File: config.mk
export PLATFORM = sky130hd
export DESIGN_NAME = ifetch_pc_gen
export DESIGN_NICKNAME = d
export VERILOG_FILES = /design/src/rtl/ifetch_pc_gen.sv
export SDC_FILE = /design/constraint.sdc
export NUM_CORES = 1
export LEC_CHECK = 0
export CAP_MARGIN = 20
export CORE_UTILIZATION = 43
export CTS_CLUSTER_SIZE = 40
export DETAILED_ROUTE_END_ITERATION = 16
export MAX_ROUTING_LAYER = met4
export PLACE_DENSITY = 0.87
export SLEW_MARGIN = 15
export SYNTH_ARGS = -nofsm -noshare
export SYNTH_HDL_FRONTEND = slang
export SYNTH_SLANG_ARGS = --single-unit
export TNS_END_PERCENT = 50
File: constraint.sdc
create_clock -name clk -period 4.8 [get_ports clk]
set_input_delay 0.96 -clock clk [delete_from_list [all_inputs] [get_ports clk]]
set_output_delay 0.96 -clock clk [all_outputs]
set_load 0.1 [all_outputs]
File: src/rtl/ifetch_pc_gen.sv
// Instruction-fetch stage: owns the PC, addresses a 1-cycle-latency instruction ROM
// and pairs each returned word with its byte PC for decode.
module ifetch_pc_gen #(
   parameter logic [31:0] RESET_PC = 32'h0000_0000,
   parameter int          CNT_W    = 32
) (
   input  logic             clk,
   input  logic             rst,
   input  logic             stall,
   input  logic             redirect_valid,
   input  logic [31:0]      redirect_pc,
   output logic [29:0]      imem_addr,
   input  logic [31:0]      imem_inst,
   output logic             if_valid,
   output logic [31:0]      if_pc,
   output logic [31:0]      if_inst,
   output logic [31:0]      if_pc_plus4,
   output logic [CNT_W-1:0] fetch_cnt,
   output logic             misalign_err,
   output logic             dbg_state
);

   typedef enum logic {BOOT = 1'b0, RUN = 1'b1} fsm_t;

   fsm_t             fsm_q, fsm_d;
   logic [31:0]      req_pc_q, req_pc_d;
   logic [CNT_W-1:0] fetch_cnt_q, fetch_cnt_d;
   logic             misalign_q, misalign_d;
   logic [31:0]      nxt_pc;

   // Handshake: a word transfers to decode on a cycle with if_valid=1 and stall=0.
   // While stalled the same address is re-presented so the ROM output holds;
   // a redirect overrides the stall and kills the word on the outputs.
   always_comb begin
      nxt_pc      = req_pc_q + 32'd4;
      fsm_d       = RUN;
      if_valid    = 1'b0;
      fetch_cnt_d = fetch_cnt_q;
      misalign_d  = misalign_q;

      if (redirect_valid) begin
         nxt_pc = {redirect_pc[31:2], 2'b00};
      end else if (fsm_q == BOOT) begin
         nxt_pc = RESET_PC;
      end else if (stall) begin
         nxt_pc = req_pc_q;
      end

      if (fsm_q == RUN) begin
         if_valid = !redirect_valid;
      end

      if (if_valid && !stall) begin
         fetch_cnt_d = fetch_cnt_q + CNT_W'(1);
      end

      if (redirect_valid && (redirect_pc[1:0] != 2'b00)) begin
         misalign_d = 1'b1;
      end

      req_pc_d = nxt_pc;
   end

   always_ff @(posedge clk or negedge rst) begin
      if (!rst) begin
         fsm_q       <= BOOT;
         req_pc_q    <= RESET_PC;
         fetch_cnt_q <= '0;
         misalign_q  <= 1'b0;
      end else begin
         fsm_q       <= fsm_d;
         req_pc_q    <= req_pc_d;
         fetch_cnt_q <= fetch_cnt_d;
         misalign_q  <= misalign_d;
      end
   end

   // Hold the ROM on the boot address while reset is asserted, whatever the inputs do.
   assign imem_addr    = rst ? nxt_pc[31:2] : RESET_PC[31:2];
   assign if_pc        = req_pc_q;
   assign if_inst      = imem_inst;
   assign if_pc_plus4  = req_pc_q + 32'd4;
   assign fetch_cnt    = fetch_cnt_q;
   assign misalign_err = misalign_q;
   assign dbg_state    = fsm_q;

endmodule

Word-level counts from Yosys, hierarchy flattened
Cells that the tools add are included.

Memories: 0. Latch bits: 0. Word-level logic and storage cells: 18. Bits in read-only memories: 0. Register bits: 66. RAM bits: 0.

Mux-type cells: 5. Div/mod/pow operators: 0. $add $sub $neg: 2. Shifts and indexed selects: 0. Bitwise logic cells: 0. Reduce and logical (&&, ||, !) cells: 5. Magnitude comparators: 0. $mul: 0. Equal/unequal tests: 1.

Operator list (number): $mux W32 (3); $add A32 B1 Y32 const B (1); $add A32 B3 Y32 const B (1); $mux W30 (1); $ne A3 B3 Y1 const B (1); $logic_and A1 B1 Y1 (2); $logic_not A1 Y1 (2); $reduce_bool A2 Y1 (1); $mux W1 (1).

Depth between registers and ports, before layout
Gate-level depths: netlist of the first run.

Word-level depth: 5. Depth in mapped cells: 7.

Least setup slack after synthesis of the first run
Ideal clock, no wire load.

Path type: register -> output. From: reg req_pc_q[2] (netlist: if_pc[2]). To: out imem_addr[18]. Path buffers: 1. Arrival: 4424 ps. Stages on the path, launching flop included: 8. Setup slack: -584 ps. Cell sequence: dfrtp_1 ha_1 nand4_1 or4_1 buf_2 nor3_2 xnor2_1 o21ai_0.

Longest elaborated chain between the ends: 5.

Ends and longest elaborated chain: start: declaration (line 26) `logic [31:0] req_pc_q, req_pc_d;`; start signal: assignment (line 72) `req_pc_q <= req_pc_d;`; $add A32 B3 Y32 (line 35) `nxt_pc = req_pc_q + 32'd4;`; $mux W32 (line 45) `end else if (stall) begin`; $mux W32 (line 43) `end else if (fsm_q == BOOT) begin`; $mux W32 (line 41) `if (redirect_valid) begin`; $mux W30 (line 79) `assign imem_addr = rst ? nxt_pc[31:2] : RESET_PC[31:2];`; end: declaration (line 12) `output logic [29:0] imem_addr,`.

No other way between the ends. The select of a mux whose other input is x is not followed.

Final worst setup path of the first run
From: in stall. To: out imem_addr[27].

Longest elaborated chain between the ends: 4.

Ends and longest elaborated chain: start: declaration (line 9) `input logic stall,`; $mux W32 (line 45); $mux W32 (line 43); $mux W32 (line 41); $mux W30 (line 79).

No other way between the ends. The select of a mux whose other input is x is not followed.

==> impl_metrics.yaml, run 1 <==
run_status:
  status: "finished clean"
detailed_routing:
  via_per_inst: 5.38
  drc: 0
  detail_route.first_pass.iterations: 5
  drt-total-wl_microns: 13200
  wl_met3_microns: 1100
  wirelength_met1_microns: 5130
  vias: 4048
  ant_nets: 0
  dr.first_iter.drc_count: 191
  highest_layer: "met4"
  wl_per_cell_microns: 17.6
  route.met2.wl_microns: 6620
worst_setup_path:
  cp.arrival_ps: 3230
  crit_path_end_kind: "output pin"
  r2r_slack_ps: 2460
  r2r-start: "fetch_cnt[0]"
  r2r_cells: 6
  crit_start: "stall"
  critical_path_class: "primary input to output pin"
  required_ps: 3840
  cp_max_fo: 11
  r2r-end: "fetch_cnt[20]"
  worstSetupStartpointType: "primary input"
  crit_path_end: "imem_addr[27]"
hold_path:
  whs_path_depth: 1
  min_path_type: "flip-flop to flip-flop"
timing:
  hold_viol: 0
  clock.fmax_ghz: 0.239
  worst_slack_ps: 609
  tns_ps: 0
  fin_crit_sh: 0.873
  max_slew_margin: 0.315
  slew_violations: 0
  fin_crit_ps: 4190
  skew_ps: 9.96
  rsz0062_at_grt: "no"
  tightestPinTransition_ps: 1020
  whs_ps: 482
  finalSetupViolCount: 0
synthesis:
  synth-edff-count: 0
  avgSynthCellArea_sq_um: 8.76
  synthArstFlopShare: 1.00
  synth.cell_area_sq_mm: 0.00435
  synth.distinct_cells: 51
  ys_seq_elements: 64
  synthFlopType: "dfrtp_1"
  ys_warn_count: 0
  synth_cells: 497
  ys_seq_area_frac: 0.368
grt:
  grt_pass1_vias: 4072
  grt_pass1_wl_microns: 20500
  grt_overflow: 0
  antenna_found_initial: 0
  grt_max_degree: 46
  gr-usage-all-layers: 0.265
clock_tree:
  clk_root_buffer_cell: "clkbuf_8"
  ctsHoldBuffers: 0
  cts_resized: 0
  cts_setup_buffers: 0
  path_clk_slew_ps: 80
  insertion_delay_ps: 360
  cts_buffers: 9
  cts_tree: "done"
  htreeDepth: 3
  clock_sinks: 64
  clockBufferDepth: 2
cells_and_area:
  nets: 684
  num_antenna_cells: 0
  finalInstanceArea_sq_mm: 0.00623
  postLayoutCoreUtil: 0.638
  drive_gt1_frac: 0.145
  area_growth_pct: 43.2
  instances_no_fill: 752
pwr:
  peakVddDrop_v: 0.000389
  finalPower_mw: 2.13
  power_density_mw_per_mm2: 341
  p_leak_nw: 2.56
floorplanning:
  die_y_microns: 103
  start_util: 0.445
  num_rows: 36
  io_pins: 229
  die_x_microns: 103
  die_area_sq_mm: 0.0105
  core_sq_mm: 0.00977
placement:
  dpl-instance-area_sq_mm: 0.00601
  gp_congestion: 0.931
  placedCellCount: 736
  pre_cts_slack_ps: 663
  numPortBuffers: 160
  dpl.hpwl_microns: 9920
run:
  drv_cap: 0
-- Yosys cell counts, types with 5 or more instances --
cell type	n	area, sq um
buf_6	5	56.3
clkbuf_1	13	48.8
buf_4	38	285
nor3_1	11	55.1
nor4_1	6	37.5
nand4_1	18	113
o21ai_0	36	180
o21ai_1	14	70.1
dfrtp_1	64	1600
xor2_1	38	333
nand2_1	78	293
and2_1	10	62.6
nor2_1	26	97.6
nand3_1	16	80.1
nand2b_1	6	37.5
and4_1	7	61.3
inv_1	6	22.5
and3_1	9	56.3
xnor2_1	47	412
buf_2	5	25.0
-- state kept, by name, indices dropped and copies added, names as in the netlist --
register      cells
fetch_cnt        32
misalign_err      1
dbg_state         1
if_pc            30
-- cell usage in the layout (no fill, tap or decap), types with 2 or more instances in the layout --
master	count
clkdlybuf4s50_1	109
buf_12	31
nor3_2	3
dfrtp_1	64
or2_2	2
o21ai_1	21
nand4_1	18
nor2b_1	2
a32o_1	2
ha_1	2
buf_4	26
nor4_4	3
nand2b_1	6
nor2_1	26
nand2_1	78
nor3_1	11
and2_1	10
xnor2_1	47
xor2_1	38
nand3_1	16
o21a_1	2
clkbuf_8	9
inv_6	3
clkinvlp_4	2
inv_1	6
or3_1	2
and4_1	7
nor4bb_1	2
bufinv_16	2
nor4_1	6
o21ai_0	29
or4_1	2
conb_1	5
and3_1	9
-- logic make-up after synthesis --
logic type	share of synthesized area
compound gates	0.0753
xor+xnor	0.171
fa+ha+maj	0.00575
buf+inv	0.105
flops	0.368
mux	0.00489
other cells	0.00173
simple gates	0.269
-- worst min path at each step --
stage / from / end / slack, ps
after detailed placement: fetch_cnt[31] / fetch_cnt[31] / 460
after global routing: fetch_cnt[31] / fetch_cnt[31] / 500
final: fetch_cnt[31] / fetch_cnt[31] / 480
after floorplan: rst / dbg_state / 660
after global placement: misalign_err / misalign_err / 460
after CTS: fetch_cnt[31] / fetch_cnt[31] / 480
-- layout make-up --
cell class | count | area [sq um]
Sequential cell | 64 | 1600
Tap cell | 133 | 166
Multi-Input combinational cell | 366 | 2310
Clock inverter | 7 | 101
Inverter | 7 | 26.3
Clock buffer | 9 | 124
Timing Repair Buffer | 166 | 1910
Fill cell | 783 | 3540
-- critical path, stage by stage --
cell and delay [ps]:
clkdlybuf4s50_1 620, nor3_1 680, nand4_1 270, xor2_1 220
o21ai_1 250, buf_12 220
-- routing by layer --
metal / vias up / track usage
met3: 39 / 0.0780
met4: 0 / 0.102
met5: - / -
li1: 1874 / -
met1: 1945 / 0.296
met2: 190 / 0.446
-- report_power, final --
part           leakage (nW)  internal [mW]  switching [mW]
logic                  1.63          0.232           0.707
registers             0.822          0.577          0.0722
clock network         0.107          0.298           0.241
total                  2.56           1.11            1.02
(Power assumes the default switching activity.)
==> run 2: changes to the inputs <==
--- a/config.mk
+++ b/config.mk
@@ -9,6 +9,7 @@
 export CORE_UTILIZATION = 43
 export CTS_CLUSTER_SIZE = 40
 export DETAILED_ROUTE_END_ITERATION = 16
+export GPL_ROUTABILITY_DRIVEN = 1
 export MAX_ROUTING_LAYER = met4
 export PLACE_DENSITY = 0.87
 export SLEW_MARGIN = 15
==> results of run 2 <==
Same layout as run 1: the final DEF is identical, and so are final timing and power.
==> run 3: changes to the inputs <==
--- a/config.mk
+++ b/config.mk
@@ -6,12 +6,14 @@
 export NUM_CORES = 1
 export LEC_CHECK = 0
 export CAP_MARGIN = 20
-export CORE_UTILIZATION = 43
+export CORE_MARGIN = 3
+export CORE_UTILIZATION = 60
 export CTS_CLUSTER_SIZE = 40
 export DETAILED_ROUTE_END_ITERATION = 16
+export DONT_BUFFER_PORTS = 1
 export GPL_ROUTABILITY_DRIVEN = 1
 export MAX_ROUTING_LAYER = met4
-export PLACE_DENSITY = 0.87
+export PLACE_DENSITY = 0.76
 export SLEW_MARGIN = 15
 export SYNTH_ARGS = -nofsm -noshare
 export SYNTH_HDL_FRONTEND = slang
==> run 3 against run 2 <==
- maximum frequency up 2.8%
- die area down 21%
- final cell count down 15%
- total power down 4.7%
- count of clock-buffer cells in the layout up 1
- largest cell class unchanged
- combinational power down 20%
- critical path type is now flip-flop to output pin
- hold slack worse by 190 ps
==> impl_metrics.yaml, run 3 (synthesized netlist as in run 1, its figures left out) <==
floorplanning:
  core_sq_mm: 0.00691
  die_y_microns: 91.2
  num_rows: 30
  start_util: 0.630
  die_area_sq_mm: 0.00831
  die_x_microns: 91.2
  io_pins: 229
detailed_routing:
  vias: 3947
  detail_route.first_pass.iterations: 5
  drt-total-wl_microns: 13000
  ant_nets: 0
  wl_per_cell_microns: 20.4
  drc: 0
  dr.first_iter.drc_count: 346
  via_per_inst: 6.17
clock_tree:
  clockBufferDepth: 2
  cts_resized: 0
  cts_buffers: 9
  insertion_delay_ps: 360
  clock_sinks: 64
  path_clk_slew_ps: 90
  ctsHoldBuffers: 0
  clk_root_buffer_cell: "clkbuf_8"
  htreeDepth: 3
  cts_setup_buffers: 0
  cts_tree: "done"
cells_and_area:
  nets: 609
  num_antenna_cells: 0
  final_cell_mix: "78 x nand2_1, 71 x buf_4, 64 x dfrtp_1"
  area_growth_pct: 26.3
  finalInstanceArea_sq_mm: 0.00550
  fillers: 443
  mostFrequentLayoutCell: "nand2_1"
  instances_no_fill: 640
  drive_gt1_frac: 0.316
  postLayoutCoreUtil: 0.796
  largest_register_ff_count: 32
placement:
  placedCellCount: 624
  dpl.hpwl_microns: 9300
  numPortBuffers: 0
  dpl-instance-area_sq_mm: 0.00528
  gp_congestion: 0.912
worst_setup_path:
  critPathTopFamily: "simple AND/OR/NAND/NOR gates"
  crit_buf_inv: 2
  critical_path_class: "flip-flop to output pin"
  r2r-start: "fetch_cnt[1]"
  crit_path_end_kind: "output pin"
  crit_start: "if_pc[2]"
  max_stage_delay_ps: 620
  cp_slowest_cell: "or4_1"
  cp.arrival_ps: 3110
  cp_max_fo: 6
  worstSetupStartpointType: "flip-flop"
  required_ps: 3840
  cp_cell_sequence: "buf_4 > ha_1 > nand4_1 > or4_1 > nor2_1 > nand4_1 > xnor2_2 > buf_4"
timing:
  fin_crit_ps: 4070
  tightestPinTransition_ps: 1050
  max_slew_margin: 0.302
  rsz0062_at_grt: "no"
  clock.fmax_ghz: 0.245
  skew_ps: 15.8
  finalSetupViolCount: 0
  hold_viol: 0
  fin_crit_sh: 0.849
  slew_violations: 0
grt:
  grt_overflow: 0
  gr-usage-all-layers: 0.323
  grt_pass1_vias: 3981
  antenna_found_initial: 0
  grt_pass1_wl_microns: 20700
  grt_max_degree: 77
pwr:
  p_leak_nw: 2.43
  finalPower_mw: 2.03
  power_density_mw_per_mm2: 369
  peakVddDrop_v: 0.000310
run:
  drv_cap: 0
hold_path:
  min_path_type: "primary input to asynchronous set/reset pin"
run_status:
  status: "finished clean"
[run 3: changes by cell type in the layout (fill, tap and decap cells not counted), moves of 2 or more]
cell,delta
inv_6,-2
o21ai_0,-7
xor2_1,-14
o21ai_1,-13
buf_4,+45
clkdlybuf4s50_1,-109
xnor2_1,-14
o21ai_2,+20
xor2_2,+14
buf_12,-11
xnor2_2,+14
[run 3: power breakdown]
group | leakage (nW) | internal (mW) | switching (mW)
logic | 1.51 | 0.164 | 0.587
registers | 0.822 | 0.574 | 0.169
clock network | 0.103 | 0.295 | 0.238
[run 3: final cells by class]
class,instances,area [sq um],area share
Multi-Input combinational cell,366,2600,0.472
Tap cell,96,120,0.0218
Clock inverter,6,92.6,0.0168
Timing Repair Buffer,91,933,0.170
Clock buffer,10,128,0.0232
Sequential cell,64,1600,0.291
Inverter,7,26.3,0.00478
[run 3: metal layers]
layer | routed length [microns] | vias up | track usage | part of all wire
li1 | - | 1715 | - | -
met1 | 4650 | 1884 | 0.363 | 0.36
met2 | 6390 | 284 | 0.522 | 0.49
met3 | 1450 | 64 | 0.103 | 0.11
met4 | 541 | 0 | 0.155 | 0.042
met5 | 0 | - | - | 0
[run 3: worst paths after layout]
check | to | slack (ps) | depth (start not counted)
max reg2reg | fetch_cnt[20] | 1900 | 6
min in group clk | if_pc[17] | 710 | 1
min reg2reg | fetch_cnt[0] | 790 | 2
max in group asynchronous | if_pc[23] | 4360 | 0
min | if_pc[29] | 290 | 0
max | if_pc_plus4[30] | 730 | 8
[run 3: per-stage QoR]
stage	hold WS, ps	TNS [ps]	setup slack [ps]
final	287	0	725
after CTS	283	0	720
after global routing	283	0	552
after global placement	667	0	1190
after floorplan	664	-3690	-459
after detailed placement	666	0	1120
